## src/rtl/jk_excitation_driver_if.sv

```systemverilog
// Target request, JK bank feedback/excitation and status bundle for jk_excitation_driver.
// The master is the sequencer/bank side and the slave is the driver.
interface jk_excitation_driver_if #(
  parameter int WIDTH = 4
);
  logic             tgt_valid;
  logic [WIDTH-1:0] tgt_data;
  logic             tgt_ready;
  logic [WIDTH-1:0] q_fb;
  logic [WIDTH-1:0] j_out;
  logic [WIDTH-1:0] k_out;
  logic             done;
  logic             err;
  logic             err_clr;

  modport master (
    output tgt_valid, tgt_data, q_fb, err_clr,
    input  tgt_ready, j_out, k_out, done, err
  );

  modport slave (
    input  tgt_valid, tgt_data, q_fb, err_clr,
    output tgt_ready, j_out, k_out, done, err
  );
endinterface

```

## src/rtl/jk_excitation_driver.sv

```systemverilog
// Drives a JK bank to a target and verifies it via q_fb: done 3 cycles after accept (1 if already equal).
// tgt_ready is held low while busy or in ERROR; JK_TOGGLE_EN selects toggle (J=K=q^t) excitation.
module jk_excitation_driver #(
  parameter int WIDTH     = 4,
  parameter int MAX_RETRY = 2
) (
  input  logic                 CLK,
  input  logic                 RST_n,
  jk_excitation_driver_if.slave bus
);

  typedef enum logic [1:0] {
    IDLE  = 2'd0,
    DRIVE = 2'd1,
    CHECK = 2'd2,
    ERROR = 2'd3
  } state_t;

  localparam logic [3:0] RETRY_LIM = 4'(MAX_RETRY);

  state_t           state, state_nxt;
  logic [WIDTH-1:0] tgt_q, tgt_nxt;
  logic [WIDTH-1:0] j_q, j_nxt, k_q, k_nxt;
  logic [WIDTH-1:0] exc_tgt, exc_j, exc_k;
  logic [3:0]       retry_q, retry_nxt;
  logic             done_q, done_nxt;
  logic             err_q, err_nxt;
  logic             accept;

  assign bus.tgt_ready = (state == IDLE);
  assign accept        = bus.tgt_valid && bus.tgt_ready;

  // In IDLE the excitation targets the incoming request, afterwards the latched one.
  assign exc_tgt = (state == IDLE) ? bus.tgt_data : tgt_q;

`ifdef JK_TOGGLE_EN
  assign exc_j = bus.q_fb ^ exc_tgt;
  assign exc_k = bus.q_fb ^ exc_tgt;
`else
  assign exc_j = ~bus.q_fb & exc_tgt;
  assign exc_k = bus.q_fb & ~exc_tgt;
`endif

  always_comb begin
    state_nxt = state;
    tgt_nxt   = tgt_q;
    retry_nxt = retry_q;
    j_nxt     = '0;
    k_nxt     = '0;
    done_nxt  = 1'b0;
    err_nxt   = err_q;
    unique case (state)
      IDLE: begin
        if (accept) begin
          tgt_nxt   = bus.tgt_data;
          retry_nxt = '0;
          if (bus.q_fb == bus.tgt_data) begin
            done_nxt = 1'b1;
          end else begin
            j_nxt     = exc_j;
            k_nxt     = exc_k;
            state_nxt = DRIVE;
          end
        end
      end
      DRIVE: begin
        state_nxt = CHECK;
      end
      CHECK: begin
        if (bus.q_fb == tgt_q) begin
          done_nxt  = 1'b1;
          state_nxt = IDLE;
        end else if (retry_q < RETRY_LIM) begin
          retry_nxt = retry_q + 4'd1;
          j_nxt     = exc_j;
          k_nxt     = exc_k;
          state_nxt = DRIVE;
        end else begin
          err_nxt   = 1'b1;
          state_nxt = ERROR;
        end
      end
      ERROR: begin
        if (bus.err_clr) begin
          err_nxt   = 1'b0;
          retry_nxt = '0;
          state_nxt = IDLE;
        end
      end
      default: state_nxt = IDLE;
    endcase
  end

  always_ff @(posedge CLK or negedge RST_n) begin
    if (!RST_n) begin
      state   <= IDLE;
      tgt_q   <= '0;
      j_q     <= '0;
      k_q     <= '0;
      retry_q <= '0;
      done_q  <= 1'b0;
      err_q   <= 1'b0;
    end else begin
      state   <= state_nxt;
      tgt_q   <= tgt_nxt;
      j_q     <= j_nxt;
      k_q     <= k_nxt;
      retry_q <= retry_nxt;
      done_q  <= done_nxt;
      err_q   <= err_nxt;
    end
  end

  assign bus.j_out = j_q;
  assign bus.k_out = k_q;
  assign bus.done  = done_q;
  assign bus.err   = err_q;

endmodule

```

## src/flat_wrapper.sv

```systemverilog
// flat-port wrapper written by rule: the top's interface ports become plain ports
module jk_excitation_driver_flat 
#(
  parameter int WIDTH     = 4,
  parameter int MAX_RETRY = 2
)
  (CLK, RST_n, bus_tgt_valid, bus_tgt_data, bus_q_fb, bus_err_clr, bus_tgt_ready, bus_j_out, bus_k_out, bus_done, bus_err);
  jk_excitation_driver_if #(.WIDTH(WIDTH)) bus_i ();
  input  logic CLK;
  input  logic RST_n;
  input wire logic [$bits(bus_i.tgt_valid)-1:0] bus_tgt_valid;
  input wire logic [$bits(bus_i.tgt_data)-1:0] bus_tgt_data;
  input wire logic [$bits(bus_i.q_fb)-1:0] bus_q_fb;
  input wire logic [$bits(bus_i.err_clr)-1:0] bus_err_clr;
  output wire logic [$bits(bus_i.tgt_ready)-1:0] bus_tgt_ready;
  output wire logic [$bits(bus_i.j_out)-1:0] bus_j_out;
  output wire logic [$bits(bus_i.k_out)-1:0] bus_k_out;
  output wire logic [$bits(bus_i.done)-1:0] bus_done;
  output wire logic [$bits(bus_i.err)-1:0] bus_err;
  assign bus_i.tgt_valid = bus_tgt_valid;
  assign bus_i.tgt_data = bus_tgt_data;
  assign bus_i.q_fb = bus_q_fb;
  assign bus_i.err_clr = bus_err_clr;
  assign bus_tgt_ready = bus_i.tgt_ready;
  assign bus_j_out = bus_i.j_out;
  assign bus_k_out = bus_i.k_out;
  assign bus_done = bus_i.done;
  assign bus_err = bus_i.err;
  jk_excitation_driver #(.WIDTH(WIDTH), .MAX_RETRY(MAX_RETRY)) u_core (.CLK(CLK), .RST_n(RST_n), .bus(bus_i));
endmodule
```

## config.mk

```make
export PLATFORM = sky130hd
export DESIGN_NAME = jk_excitation_driver_flat
export DESIGN_NICKNAME = d
export VERILOG_FILES = /design/src/rtl/jk_excitation_driver_if.sv /design/src/rtl/jk_excitation_driver.sv /design/src/flat_wrapper.sv
export SDC_FILE = /design/constraint.sdc
export NUM_CORES = 1
export LEC_CHECK = 0
export ABC_AREA = 1
export CAP_MARGIN = 0
export CORE_MARGIN = 8
export CORE_UTILIZATION = 50
export DETAILED_ROUTE_END_ITERATION = 16
export GPL_ROUTABILITY_DRIVEN = 1
export GPL_TIMING_DRIVEN = 1
export PLACE_DENSITY_LB_ADDON = 0.25
export SYNTH_ARGS = -nofsm -noshare
export SYNTH_HDL_FRONTEND = slang
export SYNTH_SLANG_ARGS = --single-unit
```

## constraint.sdc

```tcl
create_clock -name CLK -period 1.6 [get_ports CLK]
set_input_delay 0.16 -clock CLK [delete_from_list [all_inputs] [get_ports CLK]]
set_output_delay 0.16 -clock CLK [all_outputs]
set_load 0.02 [all_outputs]
```

; After elaboration in Yosys (flattened, before gate mapping)
; Cells that the tools add are included.
[word_totals]
register_bits = 20
wordCells = 62
input_bits = 12
[classes]
reduce_logical = 8
n_mux = 30
bitwise_logic = 4
add_sub_neg = 1
n_lt_le_gt_ge = 1
eq_ne = 11
[ops]
columns = op, count
row1 = 4-bit 2-to-1 mux, 13
row2 = 4-bit one-hot mux with 2 select lines, 2
row3 = 4-bit one-hot mux with 3 select lines, 1
row4 = 2-bit 2-to-1 mux, 5
row5 = "2-bit != test, second input constant", 5
row6 = 4-bit bitwise AND, 2
row7 = 4-bit == test, 2
row8 = 4-bit inverter, 2
row9 = 2-bit one-hot mux with 4 select lines, 1
row10 = 1-bit 2-to-1 mux, 6
row11 = 5-bit AND reduction, 1
row12 = "4-bit by 1-bit adder with 4-bit output, second input constant", 1
row13 = "2-bit == test, second input constant", 2
row14 = "4-bit by 2-bit < comparator with 1-bit output, second input constant", 1
row15 = 1-bit one-hot mux with 2 select lines, 2
row16 = 4-bit AND reduction, 1
row17 = 3-bit AND reduction, 1
row18 = 3-bit nonzero test, 1
row19 = "2-bit by 1-bit == test with 1-bit output, second input constant", 1
row20 = 2-bit logical NOT, 1
row21 = "2-bit by 1-bit != test with 1-bit output, second input constant", 1
row22 = 2-bit AND reduction, 1
row23 = 2-bit nonzero test, 1
row24 = 1-bit logical AND, 1

; Longest topological paths before layout
[logic_depth]
depth_word = 7
ltp_mapped = 8

; Worst setup path after synthesis
; Ideal clock, no wire load.
[synth_timing]
path_type = register -> register
start = register u_core.state[0]
end = register u_core.j_q[2], in the netlist u_core.bus.j_out[2]
path_stages_with_launch = 8
slack_ns = 0.372
n_path_buf = 0
t_arrival_ns = 1.110
required_time_ns = 1.483
period_less_slack_ns = 1.228
setup_ns = 0.117
cell_sequence = dfrtp_1 -> nor2_4 -> inv_2 -> nand2_1 -> nand2_1 -> nand2_1 -> nand3b_1 -> nand2_1
[synth_via]
elab_chain_len = 6
[synth_rtl]
columns = element, line_no
row1 = start: declaration, jk_excitation_driver.sv:21  ; state_t state, state_nxt;
row2 = start signal: assignment, jk_excitation_driver.sv:104  ; state <= state_nxt;
row3 = 2-bit logical NOT *, jk_excitation_driver.sv:30  ; assign bus.tgt_ready = (state == IDLE);
row4 = net bus_tgt_ready, flat_wrapper.sv:15  ; output wire logic [$bits(bus_i.tgt_ready)-1:0] bus_tgt_ready;
row5 = 4-bit 2-to-1 mux, jk_excitation_driver.sv:34  ; assign exc_tgt = (state == IDLE) ? bus.tgt_data : tgt_q;
row6 = 4-bit bitwise AND, jk_excitation_driver.sv:40  ; assign exc_j = ~bus.q_fb & exc_tgt;
row7 = "4-bit 2-to-1 mux, on equally long branches", "jk_excitation_driver.sv:73, jk_excitation_driver.sv:57"
row8 = "4-bit 2-to-1 mux, on equally long branches", "jk_excitation_driver.sv:70, jk_excitation_driver.sv:54"
row9 = 4-bit one-hot mux with 2 select lines *, jk_excitation_driver.sv:52  ; unique case (state)
row10 = net u_core.j_nxt[2], jk_excitation_driver.sv:23  ; logic [WIDTH-1:0] j_q, j_nxt, k_q, k_nxt;
row11 = end signal: assignment, jk_excitation_driver.sv:106  ; j_q <= j_nxt;
row12 = end: declaration, jk_excitation_driver.sv:23
; The timed path passes the listed nets; every way through them passes the cells marked *.
; A chain may end at the register's enable or synchronous reset.

; Worst setup path in the final report
[layout_timing]
start = register u_core.state[0]
end = register u_core.retry_q[0]
[layout_via]
elab_chain_len = 4
[layout_rtl]
columns = element, line_no
row1 = 2-bit logical NOT, "jk_excitation_driver.sv:30, jk_excitation_driver.sv:52"
row2 = 1-bit logical AND, jk_excitation_driver.sv:31  ; assign accept = bus.tgt_valid && bus.tgt_ready;
row3 = 2-bit != test (no line), -
row4 = 5-bit AND reduction (no line), -
row5 = end signal: assignment, jk_excitation_driver.sv:108  ; retry_q <= retry_nxt;
row6 = end: declaration, jk_excitation_driver.sv:25  ; logic [3:0] retry_q, retry_nxt;
; Several ways; a longest one is shown, not always the timed one.

==> impl_metrics.json <==
{
  "hold_buffers": 0,
  "hold_class": "in2async",
  "routed_wl_um": 2620,
  "synth-simple-area-share_pct": 42.0,
  "dr.max_layer_used": "met4",
  "vias": 1109,
  "met2RoutedLength_um": 1280,
  "die-area_um2": 4090,
  "cts_root_buf": "clkbuf_4",
  "synthesis.nets": 176,
  "ios": 23,
  "ys_seq_elements": 20,
  "yosysSeqAreaShare_pct": 43.5,
  "drive_gt1_share_pct": 7.33,
  "hpwl_um": 2120,
  "overflow": 0,
  "dr_wl_met3_um": 189,
  "area_growth_pct": 27.0,
  "cellPowerDensity_nw_per_um2": 1600,
  "first_global_vias": 1062,
  "synth_top_family_by_area": "simple AND/OR/NAND/NOR gates",
  "clk_path_buf_depth": 2,
  "antenna_left": 0,
  "path_class": "reg2reg",
  "cts_tree": "yes",
  "synth_compound_area_share_pct": 3.04,
  "r2r_slack_ns": 0.16,
  "cts_resized": 1,
  "fin_crit_sh_pct": 89.8,
  "grt_max_degree": 21,
  "drtPass1Iterations": 4,
  "relSlewSlack_pct": 74.7,
  "ys_types": 16,
  "synth_mux_area_share_pct": 0,
  "peakVddDrop_v": 0.00116,
  "max_freq_mhz": 696,
  "r2r_start": "u_core.state[0]",
  "placed_cell_area_um2": 1430,
  "status": "finished, final reports clean",
  "p_leak_nw": 0.818,
  "syn_area_per_cell_um2": 7.06,
  "hold_ws_ns": 0.195,
  "cp-end-kind": "flip-flop",
  "fin_skew_ns": 0.00305,
  "grt_pass1_wl_um": 4640,
  "synthCells": 163,
  "total_power_mw": 2.33,
  "globalplace.congestion": 0.820,
  "post_cts_buffers": 0,
  "io_buffers": 22,
  "layout.core_utilization_pct": 66.7,
  "drv_slew": 0,
  "setup_viol_count_final": 0,
  "coreArea_um2": 2190,
  "die_y_um": 64.0,
  "worstPathRequired_ns": 1.78,
  "met1_length_um": 1140,
  "antenna_found_initial": 0,
  "cts.sinks": 20,
  "nNetsFinal": 205,
  "yosys.area_share.adder_pct": 1.09,
  "htree_levels": 1,
  "fin_crit_ns": 1.44,
  "hold_violations": 0,
  "grt_setup_unrepaired": "false",
  "worst-path-max-fanout": 8,
  "cts_buffers": 3,
  "cap_violations": 0,
  "antenna_cells": 0,
  "cp_data_arrival_time_ns": 1.62,
  "drt_iter0_markers": 49,
  "track_usage_pct": 13.7,
  "synth_area_um2": 1150,
  "vias_per_cell": 5.06,
  "stdcell_area_um2": 1460,
  "clkSlewWorstSetupHoldPaths_ns": 0.11,
  "fillers": 201,
  "worstMarginPinSlew_ns": 0.379,
  "clock_latency_ns": 0.29,
  "worstSetupStartpoint": "u_core.state[0]",
  "wire_per_inst_um": 12.0,
  "num_rows": 17,
  "synthXorXnorAreaFrac_pct": 3.04,
  "initial_utilization_pct": 52.5,
  "start_kind": "flip-flop",
  "post-route-drc-count": 0,
  "yosysWarnings": 0,
  "dieWidth_um": 64.0
}
[final cells by class]
type / instances / area, um^2 / share of cell area [%]
timing repair buffer: 26 / 249 / 17.0
tap: 28 / 35.0 / 2.40
sequential: 20 / 500 / 34.2
multi-input combinational: 121 / 566 / 38.7
clock buffer: 4 / 36.3 / 2.48
inverter: 20 / 75.1 / 5.14
[cells in the mapped netlist, drive strengths merged]
cell type	instances	area share, %
xor2	4	3.0
ha	1	1.1
nand3b	8	5.2
a21oi	2	0.87
nor2	19	7.3
nand2	61	20
buf	2	0.87
nand4	2	1.1
inv	20	6.5
nand3	19	8.3
dfrtp	20	43
o21ai	5	2.2
[worst paths after layout]
kind | endpoint | cells past startpoint
max in group asynchronous | u_core.tgt_q[3] | 2
max | u_core.retry_q[0] | 8
min | u_core.tgt_q[2] | 2
max reg2reg | u_core.retry_q[0] | 8
min reg2reg | u_core.bus.err | 2
min in group CLK | u_core.bus.err | 2
[logic make-up after synthesis]
kind of cell	Yosys count
AOI/OAI and AO/OA	7
xor gates and xnor gates	4
adders and majority gates	1
buffers and inverters	22
DFF	20
and+or+nand+nor	109
[layout by cell type (no fill, tap or decap), drive strengths merged]
master         instances
nand2                 61
clkdlybuf4s50         21
dfrtp                 20
inv                   20
nand3                 19
nor2                  19
nand3b                 8
o21ai                  5
xor2                   4
buf                    4
clkbuf                 4
a21oi                  2
nand4                  2
ha                     1
dlygate4sd2            1
[power by group]
group	total, mW	leakage [nW]	internal [mW]	switching, mW
sequential	0.796	0.265	0.672	0.124
combinational	1.26	0.531	0.482	0.774
clock	0.282	0.0210	0.138	0.144
total	2.33	0.818	1.29	1.04
[per-stage QoR]
step | instances | setup slack, ns | TNS [ns]
final | 219 | 0.164 | 0
after global routing | 219 | 0.0259 | 0
after CTS | 219 | 0.160 | 0
after detailed placement | 215 | -0.113 | -1.21
after global placement | 215 | 0.00983 | 0
after floorplan | 163 | 0.372 | 0
[worst max-delay path, stage by stage, from the launching register on]
cell,delay (ns)
dfrtp_1,0.49
nor2_4,0.06
buf_4,0.17
nand2_1,0.09
nand3_1,0.07
nor2_1,0.19
nand2_1,0.12
nand2_1,0.08
nand2_1,0.06
[flip-flops by register name (all words and copies together), names as in the netlist]
signal,count
u_core.bus.k_out,4
u_core.tgt_q,4
u_core.bus.done,1
u_core.bus.err,1
u_core.retry_q,4
u_core.state,2
u_core.bus.j_out,4
[metal layers]
layer,global-route usage (%),vias up
met5,0,-
met4,4.74,0
met2,23.6,37
met1,16.1,507
li1,-,563
met3,3.48,2
No activity file was read; power rests on OpenSTA's default activity.
==> patch 1: new RTL, same settings <==
Encoding of `state_t`: now one-hot (4 bits for 4 states).
--- a/src/rtl/jk_excitation_driver.sv
+++ b/src/rtl/jk_excitation_driver.sv
@@ -11,7 +11,7 @@
 
-  typedef enum logic [1:0] {
-    IDLE  = 2'd0,
-    DRIVE = 2'd1,
-    CHECK = 2'd2,
-    ERROR = 2'd3
+  typedef enum logic [3:0] {
+    IDLE  = 4'b0001,
+    DRIVE = 4'b0010,
+    CHECK = 4'b0100,
+    ERROR = 4'b1000
   } state_t;
Function: no difference found for any inputs over 10 cycles, from zero or initial values and one cycle with RST_n low; not proved beyond that.
==> patch 1 against the original RTL <==
  * Cell area grew 11%
  * Worst setup slack lost 0.078 ns
  * Synthesized area grew 7.2%
  * Worst hold slack lost 0.021 ns
  * First-iteration DRC count grew 22%
  * Fmax shrank 5.2%
  * Synthesized cell count grew 6.1%
  * Sequential cell count grew 2
  * Power shrank 0.72%
  * Core utilization grew 0.53 points
  * Wire length grew 9.5%
  * Critical endpoint is now u_core.bus.k_out[1]$_DFF_PN0_
  * Largest power group unchanged
==> patch 1: results (changes against the original RTL) <==
Power and ir drop
  – Clock Power: 0.000318 W (+13%)
  – Leak: 0.8747 nW (+7.0%)
  – Sequential Power: 0.000757 W (-4.9%)
  – Worst VDD drop: 0.9714 mV (-16%)
  – Net switching power: 0.001034 W (-0.79%)

Critical path
  – Flop2flop setup slack: 0.09 ns (-0.08 ns)
  – Largest stage delay, worst path: 0.56 ns (+0.07 ns)
  – CP max FO: 10 (+2)
  – CP arrival: 1.76 ns (+0.14 ns)
  – Slowest-stage cell, CP: dfstp_2
  – Reg-to-Reg Start: u_core.state[0]$_DFFE_PN1P_

Synth
  – Ranking of synthesized cells by area: dfrtp_1, nand2_1, nor2_1, nand3_1, inv_1
  – Post-synthesis sequential area ratio: 44.73% (+1.2 points)
  – Mapped Cells: 173 (+6.1%)
  – Top cells by count, synth: nand2_1, nor2_1, dfrtp_1, inv_1, nand3_1
  – Post-Syn Nets: 186 (+5.7%)
  – Number of library cell types mapped by synthesis: 21 (+5)

Detailed routing
  – Wirelength, routed: 2.868 mm (+9.5%)
  – Met2 Wirelength: 1.363 mm (+6.6%)
  – Iter 0 DRT Violations: 60 (+22%)
  – Routed WL per cell: 11.85 um (-0.90%)
  – Wl on met1: 1.301 mm (+15%)
  – Via count: 1178 (+6.2%)
  – Met3 WL post-DR: 154 um (-19%)

Final layout
  – Layout net count: 226 (+10%)
  – Share of layout cells above drive strength 1: 16.98% (+9.7 points)
  – Filler cell count: 212 (+5.5%)

Global routing
  – GRT Resource Usage Total: 14.91% (+1.2 points)
  – Largest net degree at the start of global routing: 23 (+9.5%)
  – First-pass GRT wire length: 5.147 mm (+11%)

Timing
  – Fin crit period: 1.514 ns (+0.07826 ns)
  – Slew HR: 80.29% (+5.6 points)
  – Worst-case clock skew: 0.008026 ns (+0.004975 ns)

Place
  – Cell Area, Placed: 1578 sq um (+11%)
  – Post-Place Setup Slack: -0.09888 ns (+0.01379 ns)
  – DP Cell Count: 237 (+10%)
  – Port buffer count: 22 (unchanged)
  – DPL Wire Length: 2.199 mm (+3.7%)
  – RD Place Congestion: 0.7900 (-3.7%)

Clocking
  – Clk Latency, worst-skew pair: 0.32 ns (+0.03 ns)
  – Reg clk slew, reported paths: 0.13 ns (+0.02 ns)

Worst hold path
  – Hold Path Class: input port to async pin

Run status
  – Outcome: finished, final reports clean
patch 1: cell type report:
type | instances | area, sq um | area share [%]
inverters | 27 | 103.9 | 6.409
clock buffers | 4 | 36.28 | 2.239
well taps | 30 | 37.54 | 2.317
flip-flops and latches | 22 | 551.8 | 34.05
multi-input cells | 123 | 566.8 | 34.98
repair buffers | 36 | 324.1 | 20.00
patch 1: kinds of logic (layout without fill, tap and decap cells):
kind of cell / after synthesis / after routing / synth area share [%]
buffers and inverters: 28 / 67 / 9.331
XOR/XNOR: 3 / 3 / 2.130
adder cells (fa/ha/maj): 1 / 1 / 1.014
AO/OA/AOI/OAI: 10 / 10 / 4.260
flip-flops: 22 / 22 / 44.73
AND/OR/NAND/NOR: 109 / 109 / 38.54
patch 1: layer usage:
layer  GRT usage [%]  up-vias
li1                -      602
met1           17.94      534
met2           25.33       35
met3           3.061        7
met4           5.722        0
met5               0        -
patch 1: repair_timing:
item	CTS	global route
pin swaps	0	1
buffers inserted	0	1
endpoints found under the setup margin	1	11
resized for setup	3	2
==> patch 2: new RTL, same flow settings <==
Made on the original files. `WIDTH` is set to 4 in 3 places; all go to 6.
--- a/src/rtl/jk_excitation_driver_if.sv
+++ b/src/rtl/jk_excitation_driver_if.sv
@@ -3,3 +3,3 @@
 interface jk_excitation_driver_if #(
-  parameter int WIDTH = 4
+  parameter int WIDTH = 6
 );
--- a/src/rtl/jk_excitation_driver.sv
+++ b/src/rtl/jk_excitation_driver.sv
@@ -3,3 +3,3 @@
 module jk_excitation_driver #(
-  parameter int WIDTH     = 4,
+  parameter int WIDTH     = 6,
   parameter int MAX_RETRY = 2
--- a/src/flat_wrapper.sv
+++ b/src/flat_wrapper.sv
@@ -3,3 +3,3 @@
 #(
-  parameter int WIDTH     = 4,
+  parameter int WIDTH     = 6,
   parameter int MAX_RETRY = 2
Interface: changed (resized bus_j_out, bus_k_out, bus_q_fb and bus_tgt_data); port bits go from 23 to 31. The function was not compared with the original's and may differ.
==> patch 2 against the original RTL <==
  * Via count rose by 15%
  * Worst setup slack got worse by 0.094 ns
  * Power rose by 32%
  * Wire length rose by 25%
  * Fmax fell by 6.2%
  * Count of clock-buffer cells in the layout did not move
  * Clock power rose by 18%
  * Highest routed layer unchanged
  * Worst hold slack got worse by 0.0097 ns
  * Synthesized area rose by 34%
  * Die area rose by 25%
  * Non-clock buffer count rose by 13
  * Cell area rose by 33%
  * Sequential cell count rose by 6
==> patch 2: results (changes against the original RTL) <==
Synth
  – Number of library cell types mapped by synthesis: 28 (+12)
  – Top cells by count, synth: nand2_1, dfrtp_1, inv_1
  – Ranking of synthesized cells by area: dfrtp_1, nand2_1, a21oi_2, inv_1, o21ai_1
  – Post-Syn Nets: 200 (+14%)
  – Post-synthesis sequential area ratio: 42.14% (-1.3 points)

Clocking
  – Clk Latency, worst-skew pair: 0.31 ns (+0.02 ns)
  – Reg clk slew, reported paths: 0.14 ns (+0.03 ns)

Detailed routing
  – Iter 0 DRT Violations: 46 (-6.1%)
  – Met3 WL post-DR: 230 um (+22%)
  – Wirelength, routed: 3.261 mm (+25%)
  – Wl on met1: 1.498 mm (+32%)
  – Met2 Wirelength: 1.507 mm (+18%)

Timing
  – Worst-case clock skew: 0.007621 ns (+0.004570 ns)
  – Actual slew at the worst max-slew pin: 0.3668 ns (-0.01246 ns)

Critical path
  – CP max FO: 4 (-4)
  – CP top delay family: flip-flops
  – CP startpoint: u_core.state[1]$_DFFE_PN0P_
  – CP arrival: 1.37 ns (-0.25 ns)
  – R2R depth: 6 (-2)
  – Flop2flop setup slack: 0.13 ns (-0.03 ns)
  – Worst R2R End: u_core.bus.j_out[1]$_DFF_PN0_

Global routing
  – GRT met1 Usage: 17.46% (+1.4 points)
  – Global-route met2 utilization: 21.94% (-1.6 points)
  – Met3 Use GR: 3.766% (+0.28 points)
  – First-pass GRT wire length: 5.644 mm (+22%)
  – GRT Resource Usage Total: 13.54% (-0.15 points)
  – Vias in the first global route: 1208 (+14%)
  – Largest net degree at the start of global routing: 27 (+29%)

Final layout
  – Layout net count: 239 (+17%)
  – Filler cell count: 259 (+29%)
  – Share of layout cells above drive strength 1: 22.62% (+15 points)

Power and ir drop
  – Worst VDD drop: 0.8748 mV (-24%)
  – Leak: 0.9520 nW (+16%)

Run status
  – Outcome: finished, final reports clean

Place
  – Cell Area, Placed: 1912 sq um (+34%)
  – Port buffer count: 30 (+36%)
  – RD Place Congestion: 0.8767 (+6.9%)
==> patch 2: power by group <==
group          internal [W]  switching [W]  total (W)
Sequential         0.000847       0.000110   0.000958
Combinational      0.000696        0.00108    0.00178
Clock              0.000139       0.000193   0.000332
==> patch 2: layout make-up <==
type / instances / share of cell area [%]
Sequential cell: 26 / 33.42
Timing Repair Buffer: 39 / 19.47
Inverter: 27 / 5.206
Multi-Input combinational cell: 125 / 37.92
Tap cell: 33 / 2.121
Clock buffer: 4 / 1.864
==> patch 2: kinds of logic (layout without fill, tap and decap cells) <==
family / after synthesis / after routing / synth area share, %
AND/OR/NAND/NOR: 91 / 91 / 32.90
XOR/XNOR: 3 / 3 / 1.702
adder cells (fa/ha/maj): 1 / 1 / 0.8102
AO/OA/AOI/OAI: 30 / 30 / 12.40
buffers and inverters: 32 / 70 / 10.05
flip-flops: 26 / 26 / 42.14
==> patch 2: per-stage QoR <==
| stage | power (W) | hold WS (ns) | std cells | setup WS, ns |
|---|---|---|---|---|
| global placement | 0.002707 | 0.4962 | 250 | 0.04901 |
| floorplan | 0.002281 | -0.1356 | 183 | 0.4007 |
| finish | 0.003070 | 0.1856 | 254 | 0.06955 |
| CTS | 0.003089 | 0.1943 | 254 | 0.05361 |
| detailed placement | 0.002768 | 0.4997 | 250 | 0.001181 |
| global route | 0.003305 | 0.2104 | 254 | 0.003552 |
==> patch 2: repair_timing <==
| action | CTS | global route |
|---|---|---|
| setup endpoints to repair | 1 | 0 |
| gates resized for setup | 1 | 0 |
| hold buffers | 0 | 0 |
| endpoints found under the hold margin | 0 | 0 |
==> patch 2: worst reg2reg max path: cells and delay by family, from the launching register on <==
kind	cells	cell delay (ns)
flip-flops	1	0.43
AND/OR/NAND/NOR	3	0.51
AO/OA/AOI/OAI	1	0.15
buffers and inverters	2	0.31
